<file path="src/rtl/sat_counter.sv">
// rtl/sat_counter.sv - saturating up-counter with synchronous clear
module sat_counter #(
   parameter int WIDTH = 16
) (
   input  logic             clk_i,
   input  logic             rst_ni,
   input  logic             inc_i,
   input  logic             clr_i,
   output logic [WIDTH-1:0] count_o
);

   logic [WIDTH-1:0] count_q, count_d;

   // Clear beats a same-cycle increment.
   always_comb begin
      count_d = count_q;
      if (clr_i) begin
         count_d = '0;
      end else if (inc_i && (count_q != '1)) begin
         count_d = count_q + WIDTH'(1);
      end
   end

   always_ff @(posedge clk_i) begin
      if (!rst_ni) begin
         count_q <= '0;
      end else begin
         count_q <= count_d;
      end
   end

   assign count_o = count_q;

endmodule

</file>
<file path="config.mk">
export PLATFORM = sky130hd
export DESIGN_NAME = sat_counter
export DESIGN_NICKNAME = d
export VERILOG_FILES = /design/src/rtl/sat_counter.sv
export SDC_FILE = /design/constraint.sdc
export NUM_CORES = 1
export LEC_CHECK = 0
export CAP_MARGIN = 0
export CORE_MARGIN = 8
export CORE_UTILIZATION = 25
export DETAILED_ROUTE_END_ITERATION = 12
export PLACE_DENSITY = 0.48
export SLEW_MARGIN = 20
export SYNTH_ARGS = -nofsm -noshare
export SYNTH_HDL_FRONTEND = slang
export SYNTH_SLANG_ARGS = --single-unit
</file>
<file path="constraint.sdc">
create_clock -name clk_i -period 2.7 [get_ports clk_i]
set_input_delay 0.54 -clock clk_i [delete_from_list [all_inputs] [get_ports clk_i]]
set_output_delay 0.54 -clock clk_i [all_outputs]
set_load 0.05 [all_outputs]
</file>
==> results.yml <==
timing:
  worst_pin_slew_ns: 0.520
  layout_setup_ws_ns: 0.491
  max_freq_ghz: 0.453
  finalHoldViolCount: 0
  clock-skew-final_ns: 0.00296
  fin_crit_sh: 0.818
  rsz0062_at_grt: "no"
  fin_crit_ns: 2.21
  setup_tns_ns: 0
  setup_viol: 0
  fin_hold_ws_ns: 0.537
  report.final.slew_viol_count: 0
  relSlewSlack: 0.652
setup_path:
  critPathSlowestCell: "clkdlybuf4s50_1"
  arrival_ns: 1.67
  crit_family: "buffers and inverters"
  crit_path_end_kind: "output port"
  critPathLaunchType: "flop"
  path_class: "reg2out"
  path_cells: "clkdlybuf4s50_1"
  crit_fanout: 8
  slowest_delay_ns: 0.87
  required_ns: 2.16
  worst-path-buf-inv: 1
pwr:
  seq_power_share: 0.616
  max-vdd-ir-drop_mv: 0.155
  comb_power_share: 0.056
  leakage_nw: 0.391
  power_uw: 387
  p_per_area_nw_per_um2: 342
  sw_frac_of_total: 0.229
  internal_power_uw: 298
  p_clk_frac: 0.328
  net-switching-power_uw: 88.5
place:
  place_ws_ns: 0.520
  placed_area_sq_um: 1110
  routabilityCongestion: 0.688
  dp_cells: 155
  io_buffers: 19
  hpwl_um: 1630
grt:
  grt_pass1_wl_um: 3560
  grt_pass1_vias: 764
  globalRouteTotalUtil: 0.0815
  grt_overflow_total: 0
  grt_max_degree: 12
  antenna_found_initial: 0
cts:
  cts_setup_buffers: 0
  cts_tree: "done"
  ctsLongestPathBuffers: 2
  clkLatencyLatePin_ns: 0.28
  hold_buffers: 0
  cts_sinks: 16
  cts_resized: 0
  htreeDepth: 1
  clkTransAtPathRegs_ns: 0.09
  numCtsBuffers: 3
  cts_root_buf: "clkbuf_4"
synth:
  synth_compound_area_frac: 0.214
  synth-seq-cells: 16
  synth.top_cell.area_share: 0.370
  netlist-cell-type-count: 38
  synth_common_cells: "dfxtp_1, nor2_1, nand2_1"
  synth-async-reset-ratio: 0
  yosys.area.top_type: "dfxtp_1"
  synthFlopType: "dfxtp_1"
  synth-adder-area-share: 0.0145
  syn-cell-area_sq_um: 865
  synth_edf_count: 0
  synth_xor_area_frac: 0.0405
  synth-seq-area-share: 0.370
  syn-num-nets: 96
  muxShareOfSynthArea: 0.0116
  synthCells: 91
  yosysMostFrequentCell: "dfxtp_1"
  synth_simple_gate_area_frac: 0.336
  synth_area_leaders: "dfxtp_1, nand4_4, nor2_1, o41ai_4, xor2_1"
  syn_area_per_cell_sq_um: 9.50
  yosysWarningCount: 0
  synth_top_family_by_area: "simple AND/OR/NAND/NOR gates"
route:
  wl_per_cell_um: 13.7
  viasPerCell: 5.03
  num_vias: 795
  routed_wl_um: 2160
  drt_iter0_drc: 49
  postRouteAntennaNets: 0
  first_pass_iters: 4
  drc: 0
floorplanning:
  die_area_sq_um: 5600
  io_pins: 20
  die_w_um: 74.8
  start_util: 0.259
  row_count: 21
  die_h_um: 74.8
  core_sq_um: 3340
finish:
  design_area_sq_um: 1130
  drive_gt1_frac: 0.0982
  area_delta_synth_final_pct: 30.8
  final_util: 0.339
  largest_reg_flops: 16
  fin_cells: 158
  fin_nets: 119
  antenna_cells: 0
status:
  status: "finished clean"
run:
  max-cap-violations: 0
worst_hold_path:
  min_path_type: "reg2reg"
power by group through the flow:
stage               Sequential (mW)  Clock [mW]  Combinational (mW)
floorplan                     0.247           0             0.00878
global placement              0.244           0              0.0222
detailed placement            0.244           0              0.0222
CTS                           0.238       0.131              0.0224
global route                  0.238       0.144              0.0235
finish                        0.238       0.127              0.0218
placed cells by master, fill, tap and decap left out, drive strengths merged:
master and n:
clkdlybuf4s50 19, dfxtp 16, nor2 10, nand2 5
nand3 5, o21ai 4, a21oi 4, nand4 4
nor4 3, xor2 3, and2 3, clkbuf 3
and4 3, o311ai 3, o41ai 3, inv 2
or3 2, nand2b 2, o31ai 2, or4 2
nor3 2, nor2b 1, mux2i 1, and3 1
o31a 1, o21a 1, nor3b 1, o211a 1
o2111ai 1, o211ai 1, xnor2 1, a41oi 1
ha 1
routing by layer:
metal	wire length, um	part of all wire	GRT usage	vias up
li1	-	-	-	398
met2	975	0.45	0.136	15
met3	122	0.057	0.0213	2
met4	15	0.0070	0.0391	0
met1	1040	0.48	0.0945	380
met5	0	0	0	-
final timing paths:
path | to | slack, ns | from | depth (start not counted)
max | count_o[3] | 0.49 | count_o[3] | 1
min | count_o[5] | 0.54 | count_o[5] | 2
max reg2reg | count_o[14] | 1.05 | count_o[0] | 5
min reg2reg | count_o[5] | 0.54 | count_o[5] | 2
area by class of cell:
class	count	area, sq um
Clock buffer	3	22.5
Fill cell	366	2210
Inverter	2	7.51
Multi-Input combinational cell	72	533
Sequential cell	16	320
Tap cell	46	57.6
Timing Repair Buffer	19	190
logic make-up after synthesis:
group,count (synthesis)
AOI/OAI and AO/OA,22
buffers and inverters,3
DFF,16
muxes,1
adders and majority gates,1
xor gates and xnor gates,4
and+or+nand+nor,44
(Power assumes the default switching activity.)
